<file path="src/rtl/pcie_tx_arb_pkg.sv">
// Shared types for the PCIe TX port arbiter: FSM encoding and grant-owner IDs.
package pcie_tx_arb_pkg;

  typedef enum logic [1:0] {
    IDLE    = 2'd0,
    GNT_APP = 2'd1,
    GNT_INJ = 2'd2
  } arb_state_t;

  localparam logic GNT_APP_ID = 1'b0;
  localparam logic GNT_INJ_ID = 1'b1;

endpackage

</file>
<file path="src/rtl/pcie_tx_arbiter.sv">
// Packet-granular round-robin arbiter sharing the core's AXI4-Stream TX port
// between the PIO completion engine (req/ack) and the Ethernet TLP inject path.
module pcie_tx_arbiter
  import pcie_tx_arb_pkg::*;
#(
  parameter int C_DATA_WIDTH   = 64,
  parameter int KEEP_WIDTH     = C_DATA_WIDTH / 8,
  parameter int TIMEOUT_CYCLES = 1024,
  parameter int CNT_WIDTH      = 32
) (
  input  logic                    pcie_clk,
  input  logic                    pcie_rst_n,
  input  logic                    user_lnk_up,

  input  logic                    app_req,
  output logic                    app_ack,
  output logic                    app_tready,
  input  logic                    app_tvalid,
  input  logic                    app_tlast,
  input  logic [KEEP_WIDTH-1:0]   app_tkeep,
  input  logic [C_DATA_WIDTH-1:0] app_tdata,
  input  logic [3:0]              app_tuser,

  output logic                    inj_tready,
  input  logic                    inj_tvalid,
  input  logic                    inj_tlast,
  input  logic [KEEP_WIDTH-1:0]   inj_tkeep,
  input  logic [C_DATA_WIDTH-1:0] inj_tdata,
  input  logic [3:0]              inj_tuser,

  input  logic                    tx_tready,
  output logic                    tx_tvalid,
  output logic                    tx_tlast,
  output logic [KEEP_WIDTH-1:0]   tx_tkeep,
  output logic [C_DATA_WIDTH-1:0] tx_tdata,
  output logic [3:0]              tx_tuser,

  output logic                    app_timeout,
  output logic [CNT_WIDTH-1:0]    app_pkt_cnt,
  output logic [CNT_WIDTH-1:0]    inj_pkt_cnt
);

  localparam int TO_W = (TIMEOUT_CYCLES > 2) ? $clog2(TIMEOUT_CYCLES) : 1;
  localparam logic [TO_W-1:0] TO_LOAD = TO_W'(TIMEOUT_CYCLES - 1);

  arb_state_t      state, state_nxt;
  logic            last_gnt;
  logic            started;
  logic [TO_W-1:0] tmo_cnt;
  logic            tmo_expire;
  logic            app_beat, inj_beat;

  // Handshake: a beat transfers on a rising edge where the granted source's
  // tvalid and the core's tx_tready are both high; tready is a pure
  // pass-through of tx_tready to the granted source and 0 to the other.
  assign app_beat = app_tvalid & tx_tready;
  assign inj_beat = inj_tvalid & tx_tready;

  always_comb begin
    state_nxt  = state;
    tmo_expire = 1'b0;
    case (state)
      IDLE: begin
        if (user_lnk_up) begin
          if (app_req && (!inj_tvalid || last_gnt == GNT_INJ_ID)) state_nxt = GNT_APP;
          else if (inj_tvalid)                                     state_nxt = GNT_INJ;
        end
      end
      GNT_APP: begin
        // Once the first beat is in, the packet always runs to tlast.
        if (app_beat && app_tlast) begin
          state_nxt = IDLE;
        end else if (!started && !app_beat) begin
          if (!app_req) begin
            state_nxt = IDLE;
          end else if (tmo_cnt == '0) begin
            state_nxt  = IDLE;
            tmo_expire = 1'b1;
          end
        end
      end
      GNT_INJ: begin
        if (inj_beat && inj_tlast) state_nxt = IDLE;
      end
      default: state_nxt = IDLE;
    endcase
  end

  always_ff @(posedge pcie_clk or negedge pcie_rst_n) begin
    if (!pcie_rst_n) begin
      state       <= IDLE;
      last_gnt    <= GNT_INJ_ID;
      started     <= 1'b0;
      tmo_cnt     <= TO_LOAD;
      app_timeout <= 1'b0;
      app_pkt_cnt <= '0;
      inj_pkt_cnt <= '0;
    end else begin
      state       <= state_nxt;
      app_timeout <= tmo_expire;
      if (state == IDLE && state_nxt != IDLE) begin
        last_gnt <= (state_nxt == GNT_INJ) ? GNT_INJ_ID : GNT_APP_ID;
        started  <= 1'b0;
        tmo_cnt  <= TO_LOAD;
      end else if (state == GNT_APP) begin
        if (app_beat)              started <= 1'b1;
        else if (tmo_cnt != '0)    tmo_cnt <= tmo_cnt - 1'b1;
      end
      if (state == GNT_APP && app_beat && app_tlast) app_pkt_cnt <= app_pkt_cnt + 1'b1;
      if (state == GNT_INJ && inj_beat && inj_tlast) inj_pkt_cnt <= inj_pkt_cnt + 1'b1;
    end
  end

  assign app_ack = (state == GNT_APP);

  always_comb begin
    tx_tvalid  = 1'b0;
    tx_tlast   = 1'b0;
    tx_tkeep   = '0;
    tx_tdata   = '0;
    tx_tuser   = '0;
    app_tready = 1'b0;
    inj_tready = 1'b0;
    case (state)
      GNT_APP: begin
        tx_tvalid  = app_tvalid;
        tx_tlast   = app_tlast;
        tx_tkeep   = app_tkeep;
        tx_tdata   = app_tdata;
        tx_tuser   = app_tuser;
        app_tready = tx_tready;
      end
      GNT_INJ: begin
        tx_tvalid  = inj_tvalid;
        tx_tlast   = inj_tlast;
        tx_tkeep   = inj_tkeep;
        tx_tdata   = inj_tdata;
        tx_tuser   = inj_tuser;
        inj_tready = tx_tready;
      end
      default: ;
    endcase
  end

endmodule
</file>
<file path="config.mk">
export PLATFORM = sky130hd
export DESIGN_NAME = pcie_tx_arbiter
export DESIGN_NICKNAME = d
export VERILOG_FILES = /design/src/rtl/pcie_tx_arb_pkg.sv /design/src/rtl/pcie_tx_arbiter.sv
export SDC_FILE = /design/constraint.sdc
export NUM_CORES = 1
export LEC_CHECK = 0
export ABC_AREA = 1
export CORE_MARGIN = 2
export CORE_UTILIZATION = 25
export CTS_CLUSTER_SIZE = 16
export DETAILED_ROUTE_END_ITERATION = 12
export PLACE_DENSITY = 0.56
export SLEW_MARGIN = 0
export SYNTH_ARGS = -nofsm -noshare
export SYNTH_HDL_FRONTEND = slang
export SYNTH_SLANG_ARGS = --single-unit
</file>
<file path="constraint.sdc">
create_clock -name pcie_clk -period 4 [get_ports pcie_clk]
set_input_delay 0.8 -clock pcie_clk [delete_from_list [all_inputs] [get_ports pcie_clk]]
set_output_delay 0.8 -clock pcie_clk [all_outputs]
set_load 0.03 [all_outputs]
</file>
Word level (Yosys, flattened, before mapping)
Cells that the tools add are included.
{"block": "classes", "magnitude_cmp": 0, "shifts": 0, "mux": 29, "div_mod_pow": 0, "eq_ne": 4, "n_bitwise": 2, "add_sub_neg": 3, "n_mul": 0, "n_reduce_logical": 22}
{"cell": "$pmux 64 s2", "n": 1}
{"cell": "$add 32x1->32 const B", "n": 2}
{"cell": "$mux 10", "n": 4}
{"cell": "$mux 2", "n": 8}
{"cell": "$pmux 8 s2", "n": 1}
{"cell": "$mux 1", "n": 11}
{"cell": "$logic_not 10->1", "n": 1}
{"cell": "$reduce_bool 10->1", "n": 1}
{"cell": "$sub 10x1->10 const B", "n": 1}
{"cell": "$logic_and 1x1->1", "n": 9}
{"cell": "$pmux 4 s2", "n": 1}
{"cell": "$reduce_bool 2->1", "n": 4}
{"cell": "$pmux 2 s3", "n": 1}
{"cell": "$eq 2x2->1 const B", "n": 2}
{"cell": "$pmux 1 s2", "n": 2}
{"cell": "$logic_not 1->1", "n": 3}
{"cell": "$reduce_and 3->1", "n": 1}
{"cell": "$and 1x1->1", "n": 2}
{"cell": "$eq 2x1->1 const B", "n": 1}
{"cell": "$logic_not 2->1", "n": 1}
{"cell": "$ne 2x1->1 const B", "n": 1}
{"cell": "$reduce_and 2->1", "n": 1}
{"cell": "$logic_or 1x1->1", "n": 1}
{"block": "word_totals", "latch_bits": 0, "ram_bits": 0, "memories": 0, "word_cells": 67, "romBits": 0, "in_bits": 161, "out_inout_bits": 146, "ff_bits": 79}

Depth between registers and ports, before layout
Gate-level depths: netlist (run 1).
{"block": "depth", "word_depth": 10, "depth_mapped": 16, "depth_no_buf": 16}

Least setup slack after synthesis (run 1)
OpenSTA, ideal clock, no wires.
{"block": "synth_path", "path_type": "flip-flop to output port", "from": "register state[1]", "to": "output port tx_tdata[28]", "arrival_ns": 2.006, "required_time_ns": 3.200, "stages_incl_launch_ff": 7, "n_path_buf": 2, "path_slack_ns": 1.194, "cell_sequence": "dfrtp_1 > inv_1 > ha_1 > clkbuf_1 > clkbuf_1 > nand2_1 > a21oi_1"}
{"block": "synth_via", "elab_chain_len": 2, "word_cells_on_any_way": 3, "cone_classes": "eq/ne (2); mux (1)"}
{"item": "start, declared", "line_no": "pcie_tx_arbiter.sv:46", "rtl": "arb_state_t state, state_nxt;"}
{"item": "start signal, assigned", "line_no": "pcie_tx_arbiter.sv:99", "rtl": "state <= state_nxt;"}
{"item": "$eq 2x1->1"}
{"item": "named net app_ack", "line_no": "pcie_tx_arbiter.sv:16", "rtl": "output logic app_ack,"}
{"item": "$pmux 64 s2", "line_no": "pcie_tx_arbiter.sv:124", "rtl": "case (state)"}
{"item": "end, declared", "line_no": "pcie_tx_arbiter.sv:35", "rtl": "output logic [C_DATA_WIDTH-1:0] tx_tdata,"}
The timed path passes the listed nets, and every way through them passes these cells.

Worst setup path after layout (run 1)
{"block": "layout_path", "from": "register state[0]", "to": "output port tx_tdata[57]"}
{"block": "layout_via", "elab_chain_len": 2, "word_cells_on_any_way": 3, "cone_classes": "eq/ne (2); mux (1)"}
{"item": "$eq 2x2->1 or $eq 2x1->1 (tied branches)", "line_no": "pcie_tx_arbiter.sv:124"}
{"item": "$pmux 64 s2 (*)", "line_no": "pcie_tx_arbiter.sv:124"}
Every way passes the cells marked *; elsewhere a longest branch is shown, timed or not.

==> results.yml, run 1 <==
outcome:
  status: "completed"
timing:
  slew_headroom_pct: 32.4
  rsz0062_at_grt: "no"
  hold_viol: 0
  clock_skew_ns: 0.0104
  fin_setup_tns_ns: 0
  fin_crit_sh_pct: 86.9
  fmax_ghz: 0.288
  worst_pin_slew_ns: 1.01
  setup_viol: 0
  layout_setup_ws_ns: 0.522
  finalCriticalPeriod_ns: 3.48
  slew_viol_final: 0
drt:
  drtPass1Iterations: 4
  drt_iter0_markers: 189
  vias: 5578
  via_per_inst: 4.36
  wirelength_um: 18600
  remaining_drc_errors: 0
  wl_per_cell_um: 14.5
  antenna_left: 0
die:
  dieWidth_um: 147
  dieHeight_um: 147
  die_area_um2: 21700
  rows: 52
  start_util_pct: 25.4
  pin_count: 307
  coreArea_um2: 20200
run:
  drv_cap: 0
setup_path:
  path_class: "flop to output pin"
  critPathMaxStageDelay_ns: 0.64
  crit_chain: "inv_1 -> ha_1 -> inv_2 -> buf_4 -> a21oi_1 -> clkdlybuf4s50_1"
  path_max_fanout: 40
  endpoint_kind: "output pin"
  required_ns: 3.20
  crit_slowest_cell: "clkdlybuf4s50_1"
  worstSetupStartpointType: "flop"
  critPathArrivalTime_ns: 2.68
  path_buf_inv: 4
  crit_family: "buffers and inverters"
yosys:
  synthDistinctLibCells: 30
  synthSimpleGateAreaFrac_pct: 32.9
  synthArstFlopShare_pct: 100
  synth_fa_ha_area_share_pct: 1.71
  ys.flop_type: "dfrtp_1"
  synth_compound_area_share_pct: 9.13
  synthXorXnorAreaFrac_pct: 10.9
  synth_fp_nets: 877
  synth_area_um2: 5130
  ys_ff_latch: 79
  ys.warnings.count: 0
  synth_edf_count: 0
  avgSynthCellArea_um2: 7.23
  synth_mux_area_share_pct: 0.220
  syn_inst: 709
  ys_seq_area_share_pct: 38.8
  synth_top_family_by_area: "simple AND/OR/NAND/NOR gates"
clock_network:
  cts_max_path_buffers: 2
  cts_hold_buf: 0
  cts_setup_buffers: 0
  post_cts_resized: 0
  cts_tree: "built"
  cts_root_buf: "clkbuf_16"
  clkTransAtPathRegs_ns: 0.06
  cts_buffers: 9
  htree_levels: 3
  clk_latency_ns: 0.33
  clock_sinks: 79
layout:
  layout_commonest_cell: "clkdlybuf4s50_1"
  n_antenna_cell: 0
  nFillCells: 2079
  layout_common_cells: "305 x clkdlybuf4s50_1, 255 x nand2_1, 81 x a21oi_1"
  syn_to_final_growth_pct: 71.5
  instances_no_fill: 1278
  nNetsFinal: 1171
  stdcell_area_um2: 8790
  drive_gt1_share_pct: 5.95
place:
  gp_congestion: 0.864
  place_ws_ns: 0.854
  io_buffers: 306
  dp_cells: 1262
  place_area_um2: 8500
  dp_hpwl_um: 14700
global_route:
  grt_max_degree: 81
  grt_use_total_pct: 16.9
  grt_pass1_wl_um: 29400
  grt_pass1_vias: 5439
  overflow: 0
  antenna_found_initial: 0
min_path:
  min_path_type: "flop to flop"
power_and_ir_drop:
  p_leak_nw: 3.53
  ir_drop_mv: 0.327
  pwr_density_cell_nw_per_um2: 441
[worst min-delay path: stages, from the launching register on]
cell and delay, ns:
dfstp_2 0.37, nand2_1 0.05, nand2_1 0.05
[logic make-up after synthesis]
logic type,count (synthesis)
AO/OA/AOI/OAI,93
XOR/XNOR,64
adder cells (fa/ha/maj),7
buffers and inverters,85
flip-flops,79
multiplexers,1
AND/OR/NAND/NOR,380
[sequential cells by signal, summed over array words and instances, names as in the netlist]
register / cells
app_pkt_cnt: 32
inj_pkt_cnt: 32
tmo_cnt: 10
state: 2
app_timeout: 1
last_gnt: 1
started: 1
[worst paths after layout]
path | start | to | slack, ns | cells past startpoint
max | state[0] | tx_tdata[57] | 0.52 | 6
min | last_gnt | last_gnt | 0.47 | 2
max reg2reg | state[0] | inj_pkt_cnt[25] | 1.35 | 13
min reg2reg | last_gnt | last_gnt | 0.47 | 2
max in group asynchronous | pcie_rst_n | app_timeout | 2.71 | 1
min in group asynchronous | pcie_rst_n | inj_pkt_cnt[19] | 0.64 | 1
[final cells by class]
type	count	area, µm²	share of cell area (%)
inverters	57	214	2.43
clock buffers	9	225	2.56
multi-input cells	545	2820	32.1
flip-flops and latches	79	1990	22.6
clock inverters	7	70.1	0.797
well taps	270	338	3.84
repair buffers	311	3140	35.7
[synth_stat cells (2+ instances only)]
cell      instances  area [µm²]
ha_1              7        87.6
dfstp_2          11         289
nor3_1           26         130
nand2_1         255         957
nand3b_1          3        22.5
nand3_1          22         110
nor4_1            3        18.8
xnor2_1          24         210
a21oi_1          81         405
buf_2             2        10.0
nand2_2           3        18.8
nand4_1          18         113
nor2_4            6        67.6
nor3_2            2        20.0
nand4_2           3        37.5
dfrtp_1          68        1700
buf_1             4        15.0
nor2_2            3        18.8
xor2_1           40         350
clkbuf_1         22        82.6
nor2_1           29         109
inv_1            56         210
nand3_2           3        30.0
o21ai_0          11        55.1
or2_2             2        12.5
[layer usage]
layer,GRT usage (%),vias up,routed length [µm]
met5,0,-,0
met4,4.76,0,412
met3,5.34,20,1450
met2,28.5,197,8980
met1,20.8,2501,7750
li1,-,2860,-
[power breakdown]
part | internal (mW) | leakage [nW] | switching (mW)
Combinational | 0.778 | 2.40 | 1.30
Sequential | 0.889 | 0.988 | 0.0839
Clock | 0.485 | 0.146 | 0.338
[through the flow]
step	utilization, %	power, mW	hold WS [ns]
CTS	43.6	3.94	0.468
finish	43.6	3.88	0.467
global placement	42.1	3.09	0.456
global route	43.6	4.11	0.496
floorplan	-	2.16	0.442
detailed placement	42.1	3.10	0.458
Power figures use the tool's default switching activity.
==> run 2: changes to the inputs <==
--- a/config.mk
+++ b/config.mk
@@ -10,6 +10,7 @@
 export CORE_UTILIZATION = 25
 export CTS_CLUSTER_SIZE = 16
 export DETAILED_ROUTE_END_ITERATION = 12
+export MAX_ROUTING_LAYER = met4
 export PLACE_DENSITY = 0.56
 export SLEW_MARGIN = 0
 export SYNTH_ARGS = -nofsm -noshare
==> constraint.sdc (replaced) <==
create_clock -name pcie_clk -period 4.1 [get_ports pcie_clk]
set_input_delay 0.82 -clock pcie_clk [delete_from_list [all_inputs] [get_ports pcie_clk]]
set_output_delay 0.82 -clock pcie_clk [all_outputs]
set_load 0.03 [all_outputs]
==> results.yml, run 2 (same netlist as run 1, synthesis figures left out) <==
power_and_ir_drop:
  p_leak_nw: 3.53
  ir_drop_mv: 0.226
  pwr_density_cell_nw_per_um2: 431
place:
  gp_congestion: 0.845
  dp_hpwl_um: 15100
  place_area_um2: 8480
  dp_cells: 1263
  io_buffers: 306
  place_ws_ns: 0.898
die:
  dieWidth_um: 147
  dieHeight_um: 147
  rows: 52
  die_area_um2: 21700
  coreArea_um2: 20200
  start_util_pct: 25.4
  pin_count: 307
global_route:
  grt_max_degree: 80
  antenna_found_initial: 1
  overflow: 0
  grt_pass1_wl_um: 29200
  grt_pass1_vias: 5504
  grt_use_total_pct: 17.6
drt:
  wl_per_cell_um: 14.9
  antenna_left: 0
  drt_iter0_markers: 191
  wl_met2_um: 9600
  drtPass1Iterations: 4
  remaining_drc_errors: 0
  wl_met1_um: 8140
  vias: 5673
  via_per_inst: 4.43
  highest_layer: "met4"
  wirelength_um: 19100
  wl_met3_um: 1090
layout:
  top_regs: "app_pkt_cnt: 32 flops, inj_pkt_cnt: 32 flops, tmo_cnt: 10 flops"
  drive_gt1_share_pct: 5.95
  multi_input_area_um2: 2820
  nNetsFinal: 1172
  seqCellArea_um2: 1990
  layout_commonest_cell: "clkdlybuf4s50_1"
  syn_to_final_growth_pct: 71.4
  instances_no_fill: 1281
  nFillCells: 2042
  stdcell_area_um2: 8790
  layout_common_cells: "305 x clkdlybuf4s50_1, 255 x nand2_1, 81 x a21oi_1"
clock_network:
  htree_levels: 3
  cts_tree: "built"
  clk_latency_ns: 0.33
  cts_setup_buffers: 0
  clkTransAtPathRegs_ns: 0.06
  cts_root_buf: "clkbuf_16"
  cts_max_path_buffers: 2
  clock_sinks: 79
  cts_hold_buf: 0
  cts_buffers: 9
  post_cts_resized: 0
timing:
  finalCriticalPeriod_ns: 3.49
  fmax_ghz: 0.286
  worst_pin_slew_ns: 0.996
  setup_viol: 0
  fin_setup_tns_ns: 0
  layout_setup_ws_ns: 0.606
  slew_viol_final: 0
  hold_viol: 0
  fin_crit_sh_pct: 85.2
  rsz0062_at_grt: "no"
  clock_skew_ns: 0.00752
  slew_headroom_pct: 33.6
run:
  drv_cap: 0
setup_path:
  endpoint_kind: "output pin"
  required_ns: 3.28
  worstSetupStartpointType: "flop"
  path_class: "flop to output pin"
  path_max_fanout: 25
  critPathArrivalTime_ns: 2.67
min_path:
  min_path_type: "flop to flop"
outcome:
  status: "completed"
[run 2: cell count changes in the layout (fill, tap and decap cells not counted)]
cell	delta
buf_4	+3
buf_12	-2
clkinvlp_4	+1
clkinv_2	-3
clkinv_4	+3
clkbuf_1	+1
inv_6	-2
diode_2	+2
[run 2: critical path: stages (launching register included)]
cell	delay, ns
dfrtp_1	0.42
inv_1	0.10
ha_2	0.38
buf_4	0.34
nand2_1	0.14
a21oi_1	0.24
clkdlybuf4s50_1	0.72
[run 2: path summary, 6_finish.rpt]
check / cells after the start / slack [ns] / start / end
hold / removal: 2 / 0.46 / last_gnt / last_gnt
max in group asynchronous: 1 / 2.81 / pcie_rst_n / state[1]
min in group asynchronous: 1 / 0.66 / pcie_rst_n / inj_pkt_cnt[17]
setup reg to reg: 12 / 1.28 / state[0] / inj_pkt_cnt[27]
setup / recovery: 6 / 0.61 / state[0] / tx_tdata[18]
hold reg to reg: 2 / 0.46 / last_gnt / last_gnt
[run 2: power by group]
group | switching (mW) | internal [mW] | leakage, nW
sequential | 0.0809 | 0.868 | 0.988
combinational | 1.28 | 0.751 | 2.40
clock | 0.327 | 0.475 | 0.139
total | 1.69 | 2.09 | 3.53
[run 2: cell type report]
class                      count  area share [%]
inverter                      57            2.44
timing repair buffer         312            35.5
tap                          270            3.85
sequential                    79            22.7
antenna                        2          0.0570
clock buffer                  10            2.61
clock inverter                 6           0.812
multi-input combinational    545            32.1
[run 2: metal layers]
metal	track usage, %	vias up
met5	-	-
met4	4.38	0
met3	3.63	14
met2	29.8	201
met1	21.5	2596
li1	-	2862
[run 2: stage by stage]
stage                     util [%]  hold WS (ns)  power, mW
after floorplan                  -         0.442       2.11
after global placement        42.0         0.457       3.01
after detailed placement      42.0         0.460       3.03
after CTS                     43.5         0.470       3.85
after global routing          43.5         0.485       4.01
final                         43.6         0.464       3.79
